[src/rtl/snn_image_loader.sv]
// ============================================================================
// Module   : snn_image_loader
// Purpose  : Unpacks a UART byte stream into 1-bit pixels for the SNN input RAM,
//            then starts snn_core and waits for it to finish.
// Revision : 1.0 - initial release
// ============================================================================
`default_nettype none

module snn_image_loader #(
    parameter int NUM_BYTES = 98,
    parameter int ADDR_W    = 10,
    parameter int TIMEOUT   = 1000000,
    parameter int TO_W      = 20
) (
    input  logic              clk,
    input  logic              rst,
    input  logic              rx_rdy,
    input  logic [7:0]        rx_data,
    input  logic              core_done,
    output logic [ADDR_W-1:0] ram_addr,
    output logic              ram_wdata,
    output logic              ram_we,
    output logic              ram_owner,
    output logic              core_start,
    output logic [7:0]        frame_cnt,
    output logic              err_timeout,
    output logic              err_overrun
);

    localparam int C_BC_W = ADDR_W - 3;

    typedef enum logic [2:0] {
        S_IDLE      = 3'd0,
        S_UNPACK    = 3'd1,
        S_RECV      = 3'd2,
        S_START     = 3'd3,
        S_WAIT_DONE = 3'd4
    } state_t;

    state_t            state_q, state_d;
    logic [7:0]        byte_q, byte_d;
    logic [2:0]        bit_q, bit_d;
    logic [C_BC_W-1:0] bcnt_q, bcnt_d;
    logic [7:0]        pend_q, pend_d;
    logic              pend_v_q, pend_v_d;
    logic [TO_W-1:0]   to_q, to_d;
    logic [7:0]        fcnt_q, fcnt_d;
    logic              err_to_d, err_ov_d;

    logic [ADDR_W-1:0] ram_addr_q;
    logic              ram_wdata_q, ram_we_q, ram_owner_q, core_start_q;
    logic              err_to_q, err_ov_q;

    always_comb begin
        state_d  = state_q;
        byte_d   = byte_q;
        bit_d    = bit_q;
        bcnt_d   = bcnt_q;
        pend_d   = pend_q;
        pend_v_d = pend_v_q;
        to_d     = to_q;
        fcnt_d   = fcnt_q;
        err_to_d = 1'b0;
        err_ov_d = 1'b0;
        case (state_q)
            S_IDLE: begin
                bcnt_d = '0;
                bit_d  = 3'd0;
                if (rx_rdy) begin
                    byte_d  = rx_data;
                    state_d = S_UNPACK;
                end
            end
            S_UNPACK: begin
                if (rx_rdy && pend_v_q) begin
                    err_ov_d = 1'b1;
                end else if (rx_rdy && bit_q != 3'd7) begin
                    pend_d   = rx_data;
                    pend_v_d = 1'b1;
                end
                if (bit_q != 3'd7) begin
                    bit_d = bit_q + 3'd1;
                end else begin
                    bit_d = 3'd0;
                    if (bcnt_q == C_BC_W'(NUM_BYTES - 1)) begin
                        // Frame complete: anything queued behind it is lost.
                        state_d  = S_START;
                        bcnt_d   = '0;
                        pend_v_d = 1'b0;
                        if (pend_v_q || rx_rdy) err_ov_d = 1'b1;
                    end else begin
                        bcnt_d = bcnt_q + 1'b1;
                        if (pend_v_q) begin
                            byte_d   = pend_q;
                            pend_v_d = 1'b0;
                        end else if (rx_rdy) begin
                            // Byte arriving on bit 7 chains straight in.
                            byte_d = rx_data;
                        end else begin
                            state_d = S_RECV;
                            to_d    = '0;
                        end
                    end
                end
            end
            S_RECV: begin
                if (rx_rdy) begin
                    byte_d  = rx_data;
                    bit_d   = 3'd0;
                    state_d = S_UNPACK;
                end else if (to_q == TO_W'(TIMEOUT - 1)) begin
                    err_to_d = 1'b1;
                    bcnt_d   = '0;
                    state_d  = S_IDLE;
                end else begin
                    to_d = to_q + 1'b1;
                end
            end
            S_START: begin
                if (rx_rdy) err_ov_d = 1'b1;
                state_d = S_WAIT_DONE;
            end
            S_WAIT_DONE: begin
                if (rx_rdy) err_ov_d = 1'b1;
                if (core_done) begin
                    fcnt_d  = fcnt_q + 8'd1;
                    state_d = S_IDLE;
                end
            end
            default: state_d = S_IDLE;
        endcase
    end

    // Outputs are registered from next-state so they line up with state_q.
    always_ff @(posedge clk) begin
        if (rst) begin
            state_q      <= S_IDLE;
            byte_q       <= '0;
            bit_q        <= '0;
            bcnt_q       <= '0;
            pend_q       <= '0;
            pend_v_q     <= 1'b0;
            to_q         <= '0;
            fcnt_q       <= '0;
            ram_addr_q   <= '0;
            ram_wdata_q  <= 1'b0;
            ram_we_q     <= 1'b0;
            ram_owner_q  <= 1'b0;
            core_start_q <= 1'b0;
            err_to_q     <= 1'b0;
            err_ov_q     <= 1'b0;
        end else begin
            state_q      <= state_d;
            byte_q       <= byte_d;
            bit_q        <= bit_d;
            bcnt_q       <= bcnt_d;
            pend_q       <= pend_d;
            pend_v_q     <= pend_v_d;
            to_q         <= to_d;
            fcnt_q       <= fcnt_d;
            ram_we_q     <= (state_d == S_UNPACK);
            ram_owner_q  <= (state_d == S_UNPACK);
            ram_addr_q   <= (state_d == S_UNPACK) ? {bcnt_d, bit_d} : '0;
            ram_wdata_q  <= (state_d == S_UNPACK) & byte_d[bit_d];
            core_start_q <= (state_d == S_START);
            err_to_q     <= err_to_d;
            err_ov_q     <= err_ov_d;
        end
    end

    assign ram_addr    = ram_addr_q;
    assign ram_wdata   = ram_wdata_q;
    assign ram_we      = ram_we_q;
    assign ram_owner   = ram_owner_q;
    assign core_start  = core_start_q;
    assign frame_cnt   = fcnt_q;
    assign err_timeout = err_to_q;
    assign err_overrun = err_ov_q;

endmodule

`default_nettype wire

[config.mk]
export PLATFORM = sky130hd
export DESIGN_NAME = snn_image_loader
export DESIGN_NICKNAME = d
export VERILOG_FILES = /design/src/rtl/snn_image_loader.sv
export SDC_FILE = /design/constraint.sdc
export NUM_CORES = 1
export LEC_CHECK = 0
export CAP_MARGIN = 20
export CORE_MARGIN = 2
export CORE_UTILIZATION = 57
export DETAILED_ROUTE_END_ITERATION = 6
export PLACE_DENSITY = 0.8
export SLEW_MARGIN = 20
export SYNTH_ARGS = -nofsm -noshare
export SYNTH_HDL_FRONTEND = slang
export SYNTH_SLANG_ARGS = --single-unit
export TNS_END_PERCENT = 1
[constraint.sdc]
create_clock -name clk -period 2.6 [get_ports clk]
set_input_delay 0.39 -clock clk [delete_from_list [all_inputs] [get_ports clk]]
set_output_delay 0.39 -clock clk [all_outputs]
set_load 0.01 [all_outputs]
# Word level (Yosys, flattened, before mapping)
# Cells that the tools add are included.
# op_classes
eq_ne	15
addsub	4
muxes	43
order_cmp	1
reduce_logical	12
n_div	0
bitwise_logic	4
mul	0
shift	0
# op_table
cell	n
2-to-1 mux 20 bit	6
one-hot mux 20 bit (2 select lines)	1
2-to-1 mux 8 bit	4
2-to-1 mux 3 bit	10
2-to-1 mux 7 bit	4
one-hot mux 7 bit (3 select lines)	1
adder 20 x 1 -> 20 bit (second input constant)	1
equality test 20 bit (second input constant)	1
one-hot mux 8 bit (2 select lines)	1
one-hot mux 3 bit (5 select lines)	1
2-to-1 mux 1 bit	12
inequality test 2 bit (second input constant)	6
equality test 3 x 2 -> 1 bit (second input constant)	3
one-hot mux 3 bit (3 select lines)	1
adder 8 x 1 -> 8 bit (second input constant)	1
adder 7 x 1 -> 7 bit (second input constant)	1
equality test 7 bit (second input constant)	1
AND reduction 7 bit	1
equality test 3 x 1 -> 1 bit (second input constant)	2
OR reduction 2 bit	3
less-than comparator 3 x 4 -> 1 bit (second input constant)	1
adder 3 x 1 -> 3 bit (second input constant)	1
binary-select mux 1 bit (select 3 bit)	1
equality test 3 bit (second input constant)	1
other kinds (11)	14
# word_totals
latchBits	0
mem_count	0
wordCells	93
register_bits	73
out_inout_bits	24
mem_bits_ro	0
ram_bits	0
input_bits	12

# Longest topological paths before layout
# depth
depth_word	8
mapped_depth	10
ltp_nobuf	8

# Least setup slack after synthesis
# No wires, ideal clock.
# synth_path
path_type	reg2reg
start	register bit_q[0]
end	register ram_wdata_q, in the netlist ram_wdata
path_stages_with_launch	10
n_path_buf	1
required_ns	2.523
t_arrival_ns	2.058
period_less_slack_ns	2.134
setup_ns	0.077
path_slack_ns	0.466
cell_sequence	dfxtp_1 > ha_1 > ha_1 > buf_2 > inv_1 > a21oi_4 > a221o_1 > and3_1 > a2111o_1 > a41oi_2
# synth_between
elab_chain_cells	6
elab_cells_between_ends	13
classes_between	add/sub: 1; eq/ne: 2; mux: 9; bitwise: 1
# synth_lines
item	line	text
start: declaration	42	logic [2:0] bit_q, bit_d;
start signal: assignment	155	bit_q <= bit_d;
adder 3 x 1 -> 3 bit / inequality test 3 bit (equally long branches)	82, 81	
2-to-1 mux 3 bit / 2-to-1 mux 8 bit (equally long branches)	81	if (bit_q != 3'd7) begin
one-hot mux 3 bit (3 select lines) / one-hot mux 8 bit (2 select lines) (equally long branches)	65	case (state_q)
binary-select mux 1 bit (select 3 bit)	164	ram_wdata_q <= (state_d == S_UNPACK) & byte_d[bit_d];
2-to-1 mux 1 bit (implied by the code)	164	
bitwise AND 1 bit (*)	164	
end signal: assignment	164	
end: declaration	51	logic ram_wdata_q, ram_we_q, ram_owner_q, core_start_q;
# Every way passes the cells marked *; elsewhere a longest branch is shown, timed or not. The select of a mux whose other input is x is not followed.
# A chain may end at the register's enable or synchronous reset.

# Final worst setup path
# Ends and elaborated chain as after synthesis.

==> flow_summary.toml <==
[clock_network]
insertion_delay_ns = 0.35
cts_hold_buf = 0
cts_setup_buffers = 0
cts_tree = "done"
clockBufferDepth = 2
cts-root-buf = "clkbuf_8"
ctsResizeCount = 0
cts_max_level = 3
clk_pin_slew_worst_paths_ns = 0.08
cts_made_buffers = 9
cts_sinks = 73

[synth]
synth.avg_cell_area_um2 = 8.83
synthesis.area_um2 = 3740
synth_edf_count = 0
synth-main-ff-cell = "dfxtp_1"
ys_warn_count = 0
synthTopCellsByArea = "dfxtp_1 39%, nor2_1 6.7%, xnor2_1 4.4%"
syn_inst = 424
synthArstFlopShare = 0
synth_cell_types = 72
yosysSeqAreaShare = 0.391
ys_seq_elements = 73
synthesis.nets = 442
synth_top_area_cell = "dfxtp_1"
synth_top_area_share = 0.391

[cells_and_area]
drive_gt1_frac = 0.128
final_nets = 482
area_growth_pct = 17.7
diodes = 0
final_cells = 546
layout_commonest_cell = "dfxtp_1"
final_cell_mix = "73 x dfxtp_1, 67 x nor2_1, 35 x clkdlybuf4s50_1"
num-fill-cells = 515

[worst_setup_path]
crit_start = "bit_q[0]"
slowest_stage = "a2111o_1"
reg2reg_setup_slack_ns = 0.29
cp-end-kind = "flop"
start_kind = "flop"
path_delay_family = "compound AO/OA/AOI/OAI gates"
crit_top_cell = "ha_1"
crit_chain = "ha_1 > ha_1 > inv_1 > a21oi_4 > o21ai_1 > a21oi_1 > a2111o_1 > a41oi_2"
r2r_start = "bit_q[0]"
cp.arrival_ns = 2.59
criticalPathCategory = "flop to flop"
worstPathMaxFanout = 6
critPathMaxStageDelay_ns = 0.45
worstPathRequired_ns = 2.88
crit_buf_inv = 1

[pwr]
switching_share = 0.233
seqPwrFrac = 0.502
intPower_w = 0.00176
p_switching_w = 0.000534
ir_drop_uv = 545
power_w = 0.00230
power_frac_clock = 0.415
pwr-share-comb = 0.083
power.density_nw_per_um2 = 522
p_leak_nw = 1.58

[global_routing]
grt_first_pass_wirelength_mm = 14.6
grt_pass1_vias = 3167
antenna_found_initial = 0
grt_usage = 0.250
grt_max_degree = 43
grt_overflow = 0

[detailed_routing]
drc_errors = 0
dr.first_iter.drc_count = 104
wire_per_inst_um = 15.7
via_count = 3277
ant_nets = 0
drt_wl_total_mm = 8.55
viasPerCell = 6.00
dr.pass1.iters = 5

[worst_hold_path]
hold_path.class = "flop to flop"
hp-start = "pend_q[1]"

[floorplanning]
die_h_um = 85.0
core_region_area_um2 = 6350
pin_count = 36
dieArea_um2 = 7230
die_w_um = 85.0
start_util = 0.589
rows = 29

[sta]
layout_min_cycle_time_ns = 2.31
worst_pin_slew_ns = 0.604
rsz0062_at_grt = "false"
finalSetupViolations = 0
whs_ns = 0.505
hold_viol = 0
fmax_mhz = 433
drv_slew = 0
period_share = 0.887
skew_ns = 0.00734
fin_setup_tns_ns = 0
max_slew_margin = 0.596

[job]
drv_cap = 0

[placement]
dp_hpwl_mm = 6.01
gp_congestion = 0.829
io_buffers = 35
place_inst = 530

[run_status]
status = "finished, final reports clean"
-- state kept, by name (all words and copies together) (netlist names) --
signal and count:
to_q 20, ram_addr 10, byte_q 8, frame_cnt 8, pend_q 8, bcnt_q 7
bit_q 3, state_q 3, core_start 1, err_overrun 1, err_timeout 1, pend_v_q 1
ram_owner 1, ram_wdata 1
-- worst paths after layout --
check / cells past startpoint / endpoint
setup reg to reg: 8 / ram_wdata
setup / recovery: 8 / ram_wdata
hold reg to reg: 2 / pend_q[1]
hold / removal: 2 / pend_q[1]
-- final cells by class --
type | instances | area (um^2) | area share
flip-flops and latches | 73 | 1460 | 0.332
repair buffers | 56 | 508 | 0.115
well taps | 77 | 96.3 | 0.0219
clock inverters | 3 | 65.1 | 0.0148
inverters | 13 | 48.8 | 0.0111
multi-input cells | 311 | 2090 | 0.474
clock buffers | 13 | 139 | 0.0315
-- worst min-delay path: stages (launching register included) --
cell and delay (ns):
dfxtp_1 0.33, mux2i_1 0.07, nor2_1 0.08
-- per-stage QoR --
step | area [um^2] | setup WS, ns | utilization
after floorplan | 3740 | 0.466 | -
after global placement | 4200 | 0.173 | 0.662
after detailed placement | 4200 | 0.103 | 0.662
after CTS | 4410 | 0.317 | 0.694
after global routing | 4410 | 0.141 | 0.694
final | 4410 | 0.293 | 0.694
-- cells in the mapped netlist, drive strengths merged, types with 2 or more instances --
master / number
clkbuf: 9
a2111oi: 5
inv: 13
ha: 6
and3: 4
nand2: 25
and2: 3
o21ai: 13
a22oi: 7
o31ai: 2
nor2: 67
a211oi: 16
or3: 3
mux2i: 16
nor4: 4
o2bb2ai: 2
or2: 2
xor2: 5
dfxtp: 73
xnor2: 19
nor3: 5
nand4: 6
buf: 18
nand3b: 2
nand2b: 4
a311o: 2
and4: 2
a22o: 3
or4: 2
nor3b: 3
a21oi: 26
nand3: 17
a221o: 2
mux2: 3
nor2b: 10
o211ai: 2
o31a: 4
-- power groups by stage --
stage                     combinational, W  clock (W)  sequential [W]
final                             0.000190   0.000954         0.00115
after global routing              0.000208    0.00101         0.00116
after CTS                         0.000189   0.000962         0.00115
after detailed placement          0.000188          0         0.00118
after global placement            0.000183          0         0.00118
after floorplan                   0.000127          0         0.00117
-- metal layers --
layer | GRT usage | part of all wire | vias to the layer above
met5 | 0 | 0 | -
met4 | 0.0866 | 0.015 | 0
met3 | 0.0681 | 0.051 | 19
met2 | 0.402 | 0.49 | 100
met1 | 0.324 | 0.44 | 1564
li1 | - | - | 1594
-- cells by family (layout without fill, tap and decap cells) --
logic type / Yosys count / after routing / share of synthesized area
XOR/XNOR: 24 / 24 / 0.0562
flip-flops: 73 / 73 / 0.391
buffers and inverters: 40 / 85 / 0.0518
adder cells (fa/ha/maj): 6 / 6 / 0.0201
AO/OA/AOI/OAI: 96 / 96 / 0.201
multiplexers: 19 / 19 / 0.0518
AND/OR/NAND/NOR: 166 / 166 / 0.229
No activity file was read; power rests on OpenSTA's default activity.
